$ cat config.mk
export PLATFORM = sky130hd
export DESIGN_NAME = lap_ctrl
export DESIGN_NICKNAME = d
export VERILOG_FILES = /design/src/rtl/lap_ctrl.sv
export SDC_FILE = /design/constraint.sdc
export NUM_CORES = 1
export LEC_CHECK = 0
export CORE_MARGIN = 4
export CORE_UTILIZATION = 51
export CTS_CLUSTER_SIZE = 14
export DETAILED_ROUTE_END_ITERATION = 6
export GPL_TIMING_DRIVEN = 0
export PLACE_DENSITY = 0.82
export SYNTH_ARGS = -nofsm -noshare
export SYNTH_HDL_FRONTEND = slang
export SYNTH_SLANG_ARGS = --single-unit
$ cat constraint.sdc
create_clock -name clk -period 2.3 [get_ports clk]
set_input_delay 0.46 -clock clk [delete_from_list [all_inputs] [get_ports clk]]
set_output_delay 0.46 -clock clk [all_outputs]
set_load 0.05 [all_outputs]
$ cat src/rtl/lap_ctrl.sv
// rtl/lap_ctrl.sv - stopwatch control FSM with multi-slot lap memory addressing
// Buttons are edge-detected here; the lap register file and display mux live in the datapath.
module lap_ctrl #(
  parameter int NUM_SLOTS = 4,
  parameter int OVERWRITE = 1,
  parameter int AW        = $clog2(NUM_SLOTS)
) (
  input  logic          clk,
  input  logic          reset,
  input  logic          en,
  input  logic          store,
  input  logic          load,
  input  logic          clr,
  output logic          write,
  output logic          select,
  output logic [AW-1:0] wr_addr,
  output logic [AW-1:0] rd_addr,
  output logic [AW:0]   lap_count,
  output logic          full
);

  localparam logic [2:0] S_IDLE = 3'd0;
  localparam logic [2:0] S_RUN  = 3'd1;
  localparam logic [2:0] S_STOP = 3'd2;
  localparam logic [2:0] S_SAVE = 3'd3;
  localparam logic [2:0] S_SHOW = 3'd4;

  localparam logic [AW:0]   SLOTS = (AW+1)'(NUM_SLOTS);
  localparam logic [AW-1:0] LAST  = AW'(NUM_SLOTS - 1);

  logic [2:0]    state, state_nx;
  logic          ret_stop, ret_nx;
  logic          store_d, load_d, clr_d;
  logic          store_rise, load_rise, clr_rise, store_ok;
  logic          do_clear, show_entry, show_step;
  logic [AW-1:0] newest, oldest, rd_prev, wr_next;

  assign store_rise = store & ~store_d;
  assign load_rise  = load & ~load_d;
  assign clr_rise   = clr & ~clr_d;

  assign full     = (lap_count == SLOTS);
  assign store_ok = store_rise & (~full | (OVERWRITE != 0));

  assign write  = (state == S_SAVE);
  assign select = (state == S_SHOW);

  // Addresses wrap modulo NUM_SLOTS, which need not be a power of two.
  assign newest  = (wr_addr == '0) ? LAST : wr_addr - 1'b1;
  assign wr_next = (wr_addr == LAST) ? '0 : wr_addr + 1'b1;
  assign oldest  = full ? wr_addr : '0;
  assign rd_prev = (rd_addr == oldest) ? newest :
                   (rd_addr == '0)     ? LAST   : rd_addr - 1'b1;

  always_comb begin
    state_nx   = state;
    ret_nx     = ret_stop;
    do_clear   = 1'b0;
    show_entry = 1'b0;
    show_step  = 1'b0;
    case (state)
      S_IDLE: if (en) state_nx = S_RUN;
      S_RUN: begin
        if (!en) state_nx = S_STOP;
        else if (store_ok) begin
          state_nx = S_SAVE;
          ret_nx   = 1'b0;
        end
      end
      S_STOP: begin
        if (en) state_nx = S_RUN;
        else if (store_ok) begin
          state_nx = S_SAVE;
          ret_nx   = 1'b1;
        end else if (load_rise && lap_count != '0) begin
          state_nx   = S_SHOW;
          show_entry = 1'b1;
        end else if (clr_rise) do_clear = 1'b1;
      end
      S_SAVE: state_nx = ret_stop ? S_STOP : S_RUN;
      S_SHOW: begin
        if (en) state_nx = S_RUN;
        else if (load_rise) show_step = 1'b1;
        else if (clr_rise) begin
          do_clear = 1'b1;
          state_nx = S_STOP;
        end
      end
      default: state_nx = S_IDLE;
    endcase
  end

  always_ff @(posedge clk) begin
    if (reset) begin
      state     <= S_IDLE;
      ret_stop  <= 1'b0;
      store_d   <= 1'b0;
      load_d    <= 1'b0;
      clr_d     <= 1'b0;
      wr_addr   <= '0;
      rd_addr   <= '0;
      lap_count <= '0;
    end else begin
      state    <= state_nx;
      ret_stop <= ret_nx;
      store_d  <= store;
      load_d   <= load;
      clr_d    <= clr;
      if (do_clear) begin
        wr_addr   <= '0;
        rd_addr   <= '0;
        lap_count <= '0;
      end else begin
        if (state == S_SAVE) begin
          wr_addr <= wr_next;
          if (!full) lap_count <= lap_count + 1'b1;
        end
        if (show_entry) rd_addr <= newest;
        if (show_step) rd_addr <= rd_prev;
      end
    end
  end

endmodule

Word-level counts from Yosys, hierarchy flattened. Index checks and enable logic that the tools add are counted.

Shift operators: 0. Order comparisons: 0. Bitwise gates (word level): 7. Div/mod/pow operators: 0. Add/subtract/negate cells: 4. Multiply operators: 0. Reduce and logical (&&, ||, !) cells: 11. Mux-type cells: 37. Eq/ne operators: 16.

Operators by type and width (number): $mux 3 (9); $mux 1 (17); $mux 2 (8); $pmux 3 s5 (1); $ne 2x2->1 const B (5); $reduce_and 5->1 (2); $eq 3x2->1 const B (2); $eq 3x3->1 const B (2); $ne 3x3->1 const B (2); $logic_not 2->1 (2); $ne 4x4->1 const B (1); $not 1->1 (4); $pmux 1 s2 (2); $reduce_bool 2->1 (2); $sub 2x1->2 const B (2); $add 3x1->3 const B (1); $and 1x1->1 (3); $eq 3x1->1 const B (1); $logic_not 3->1 (1); $ne 3x2->1 const B (1); $reduce_bool 3->1 (1); $add 2x1->2 const B (1); $eq 2x2->1 (1); $eq 2x2->1 const B (1); 3 further kinds (3).

Memories kept: 0. Memory bits (writable): 0. Bits in read-only memories: 0. Bits in registers: 14. Output and inout port bits: 10. Bits in latches: 0.

Longest topological paths before layout. Gate-level depths: netlist of run 1.

Depth after elaboration: 9. Depth in mapped cells: 7. Mapped depth without buffers: 7.

Worst setup path after synthesis of run 1. OpenSTA, ideal clock, no wires.

Kind: register to register. Start point: register lap_count[0]. End point: register rd_addr[0]. Setup slack: -32 ps. Buffers on the path: 0. Cell stages (with the launch flop): 8. Data arrival time: 2265 ps. Required time: 2234 ps. Library setup time: 66 ps. Cell sequence: dfxtp_1 > inv_1 > ha_1 > nand2_1 > nor4_1 > or4_1 > a311o_1 > a21oi_2.

Word-level cells in the longest chain between the ends: 7.

Ends and longest elaborated chain: from (decl) (line 18) `output logic [AW:0] lap_count,`; from (signal assigned) (line 116) `if (!full) lap_count <= lap_count + 1'b1;`; $reduce_bool 3->1 (line 75) `end else if (load_rise && lap_count != '0) begin`; $logic_and 1x1->1 (line 75); $mux 1 (line 75); $mux 1 (line 72) `else if (store_ok) begin`; $mux 1 (line 71) `if (en) state_nx = S_RUN;`; $pmux 1 s2 or $mux 1 (tied branches) (line 61) `case (state)`; $reduce_or 2->1 (no source line) or $reduce_bool 2->1 (tied branches); to (signal assigned) (line 118) `if (show_entry) rd_addr <= newest;`; to (signal assigned) (line 119) `if (show_step) rd_addr <= rd_prev;`; to (decl) (line 17) `output logic [AW-1:0] rd_addr,`.

Several ways; a longest one is shown, not always the timed one. A chain may end at the register's enable or synchronous reset.

Worst setup path after layout of run 1.
Start point: register state[0]. End point: output port write.

Word-level cells in the longest chain between the ends: 1.

Ends and longest elaborated chain: from (decl) (line 31) `logic [2:0] state, state_nx;`; from (signal assigned) (line 104) `state <= state_nx;`; $eq 3x2->1 (line 45) `assign write = (state == S_SAVE);`; to (decl) (line 14) `output logic write,`.

No other way between the ends.

==> flow_summary.toml, run 1 <==
[status]
outcome = "finished clean"

[job]
maxCapViolCount = 0

[global_routing]
grt_pass1_wl_um = 3350
grt_max_degree = 11
grt_usage_pct = 16.8
antenna_found_initial = 0
grt_pass1_vias = 776
grt-ovfl-total = 0

[clock_tree]
clock-sinks = 14
htree_num_levels = 1
clockRootBuffer = "clkbuf_4"
cts_setup_buffers = 0
cts_made_buffers = 3
cts_max_path_buffers = 2
clk_pin_slew_ps = 80
clk_latency_ps = 280
hold_buffers = 0
tritoncts = "built"

[detailed_routing]
drtIter0Drc = 18
firstDrtPassIters = 4
vias = 826
routedWlPerCell_um = 12.4
ant_nets = 0
drt-total-wl_um = 1910
vias_per_cell = 5.36
drc = 0

[power_and_ir_drop]
total_power_w = 0.000532
ir_drop_uv = 355
p_leak_nw = 0.422
p_per_area_nw_per_um2 = 468

[finish]
diodes = 0
area_delta_synth_final_pct = 24.7
fin_nets = 141
nFillCells = 146
drive_above_1_share_pct = 11.6

[worst_setup_path]
end_kind = "output port"
max_stage_delay_ps = 420
crit_chain = "clkbuf_2, and3b_1, clkdlybuf4s18_2"
crit_slowest_cell = "clkdlybuf4s18_2"
critPathRequiredTime_ps = 1840
critPathMaxFanout = 10
crit_type = "register to output port"
cp-start-kind = "register"
worst_ep_arrival_time_ps = 1710
critPathLaunch = "state[0]"
r2r_end = "rd_addr[0]"
rr_worst_depth = 7
r2r_start = "lap_count[1]"
r2r_slack_ps = 210

[synthesis]
synth_top_area_share_pct = 30.7
ys_seq_elements = 14
async_flop_share_pct = 0
synthTopCellsByArea = "dfxtp_1 (31%), ha_1 (6.9%), nand2b_1 (4.8%), nor2_1 (4.5%), a21oi_1 (4.4%)"
synth_commonest_cells = "dfxtp_1 (14), nor2_1 (11), inv_1 (9)"
synth_compound_area_share_pct = 21.7
synthDistinctLibCells = 38
synth.most_common_cell = "dfxtp_1"
synth_top_family_by_area = "simple AND/OR/NAND/NOR gates"
synthesis.area_um2 = 912
synth.avg_cell_area_um2 = 8.22
synth_nets = 122
synthCells = 111
synth_top_area_cell = "dfxtp_1"
yosys.area_share.adder_pct = 6.86
synth_edf_count = 0
synth_ff_type = "dfxtp_1"
ys_warn_count = 0
synthXorXnorAreaFrac_pct = 2.88
seq_area_frac_synth_pct = 30.7
synth.area.mux_share_pct = 0
yosys.area_share.simple_pct = 32.1

[min_path]
hp-start = "ret_stop"
hp-class = "register to register"
min_to = "ret_stop"
min_path_cells = 2

[floorplanning]
die_area_um2 = 2530
start_util_pct = 53.4
fp.coreArea_um2 = 1710
placementRows = 15
fp.dieW_um = 50.3
die_h_um = 50.3
io_pins = 16

[sta]
finalMaxSlewViolations = 0
min_period_over_period_pct = 94.4
holdWs_ps = 510
finClkSkew_ps = 4.85
setup_viol_count_final = 0
relSlewSlack_pct = 61.9
maxClockFrequency_mhz = 460
rsz0062_at_grt = "false"
fin_crit_ps = 2170
finalHoldViolCount = 0
worst_slew_pin_slew_ps = 566

[place]
hpwl_um = 1450
port_buffers = 15
gp_congestion = 0.779
==> flip-flops by register name (all words and copies together), names as in the netlist <==
signal     count
store_d        1
ret_stop       1
wr_addr        2
rd_addr        2
clr_d          1
load_d         1
lap_count      3
state          3
==> kinds of logic (layout without fill, tap and decap cells) <==
family,after synthesis,in the layout
buf+inv,13,31
fa+ha+maj,5,5
compound gates,27,27
simple gates,49,49
xor+xnor,3,3
flops,14,14
==> repair_timing <==
action	in CTS	in global routing
gates resized for setup	8	2
setup endpoints to repair	3	8
gates cloned	0	0
pin swaps	0	1
==> worst max-delay path by stage <==
stage	to	slack [ps]
final	write	130
after global routing	write	30
after global placement	lap_count[0]	-290
after CTS	wr_addr[1]	7
after detailed placement	wr_addr[0]	-290
after floorplan	select	10
==> power breakdown <==
part / switching, W / total [W] / internal (W) / leakage [nW]
clock: 0.0000786 / 0.000175 / 0.0000963 / 0.0210
combinational: 0.0000543 / 0.0000964 / 0.0000421 / 0.286
sequential: 0.00000923 / 0.000261 / 0.000252 / 0.115
==> cell usage in the layout, fill, tap and decap left out, types with 2 or more instances in the layout <==
cell             instances
a22oi_1                  2
clkdlybuf4s50_1         11
ha_1                     5
a21oi_1                  8
nor3b_1                  2
o21ai_0                  2
nor4b_1                  2
dlygate4sd2_1            2
nor2b_1                  5
nand2_1                  8
dfxtp_1                 13
and3b_1                  2
nor3_1                   2
a31oi_1                  3
clkbuf_4                 3
nor2_1                  11
nand2b_1                 7
inv_1                    9
clkbuf_2                 2
nor4_1                   4
xnor2_1                  2
==> critical path: cells and delay by family, from the launching register on <==
kind / cells / cell delay, ps
simple gates: 1 / 370
flops: 1 / 400
buf+inv: 2 / 660
==> stage by stage <==
| step | util [%] | area [um2] | worst slack (ps) | instances | TNS [ps] |
|---|---|---|---|---|---|
| after detailed placement | 64.1 | 1090 | -291 | 151 | -2500 |
| after floorplan | - | 913 | 14.9 | 111 | 0 |
| after global routing | 66.6 | 1140 | 30.5 | 154 | 0 |
| after CTS | 66.2 | 1130 | 7.32 | 155 | 0 |
| final | 66.6 | 1140 | 128 | 154 | 0 |
| after global placement | 64.1 | 1090 | -292 | 151 | -2460 |
==> cell type report <==
| cell class | count | area [um2] | share of cell area [%] |
|---|---|---|---|
| flip-flops and latches | 14 | 282 | 24.8 |
| multi-input cells | 84 | 587 | 51.6 |
| plain buffers | 3 | 17.5 | 1.54 |
| inverters | 9 | 33.8 | 2.97 |
| clock buffers | 4 | 36.3 | 3.19 |
| repair buffers | 15 | 150 | 13.2 |
| well taps | 25 | 31.3 | 2.75 |
==> per-layer routing <==
| layer | vias up | part of all wire [%] | global-route usage (%) |
|---|---|---|---|
| met3 | 2 | 3.7 | 5.64 |
| met1 | 374 | 49 | 22.5 |
| met5 | - | 0 | 0 |
| li1 | 436 | - | - |
| met4 | 0 | 0.31 | 2.69 |
| met2 | 14 | 47 | 26.5 |
Note: power is estimated with default switching activity, not from simulation.
==> run 2, diff against run 1 <==
--- a/config.mk
+++ b/config.mk
@@ -7,6 +7,7 @@
 export LEC_CHECK = 0
 export CORE_MARGIN = 4
 export CORE_UTILIZATION = 51
+export CTS_CLUSTER_DIAMETER = 30
 export CTS_CLUSTER_SIZE = 14
 export DETAILED_ROUTE_END_ITERATION = 6
 export GPL_TIMING_DRIVEN = 0
==> results of run 2 <==
Same layout as run 1: the final DEF is identical, and so are final timing and power.
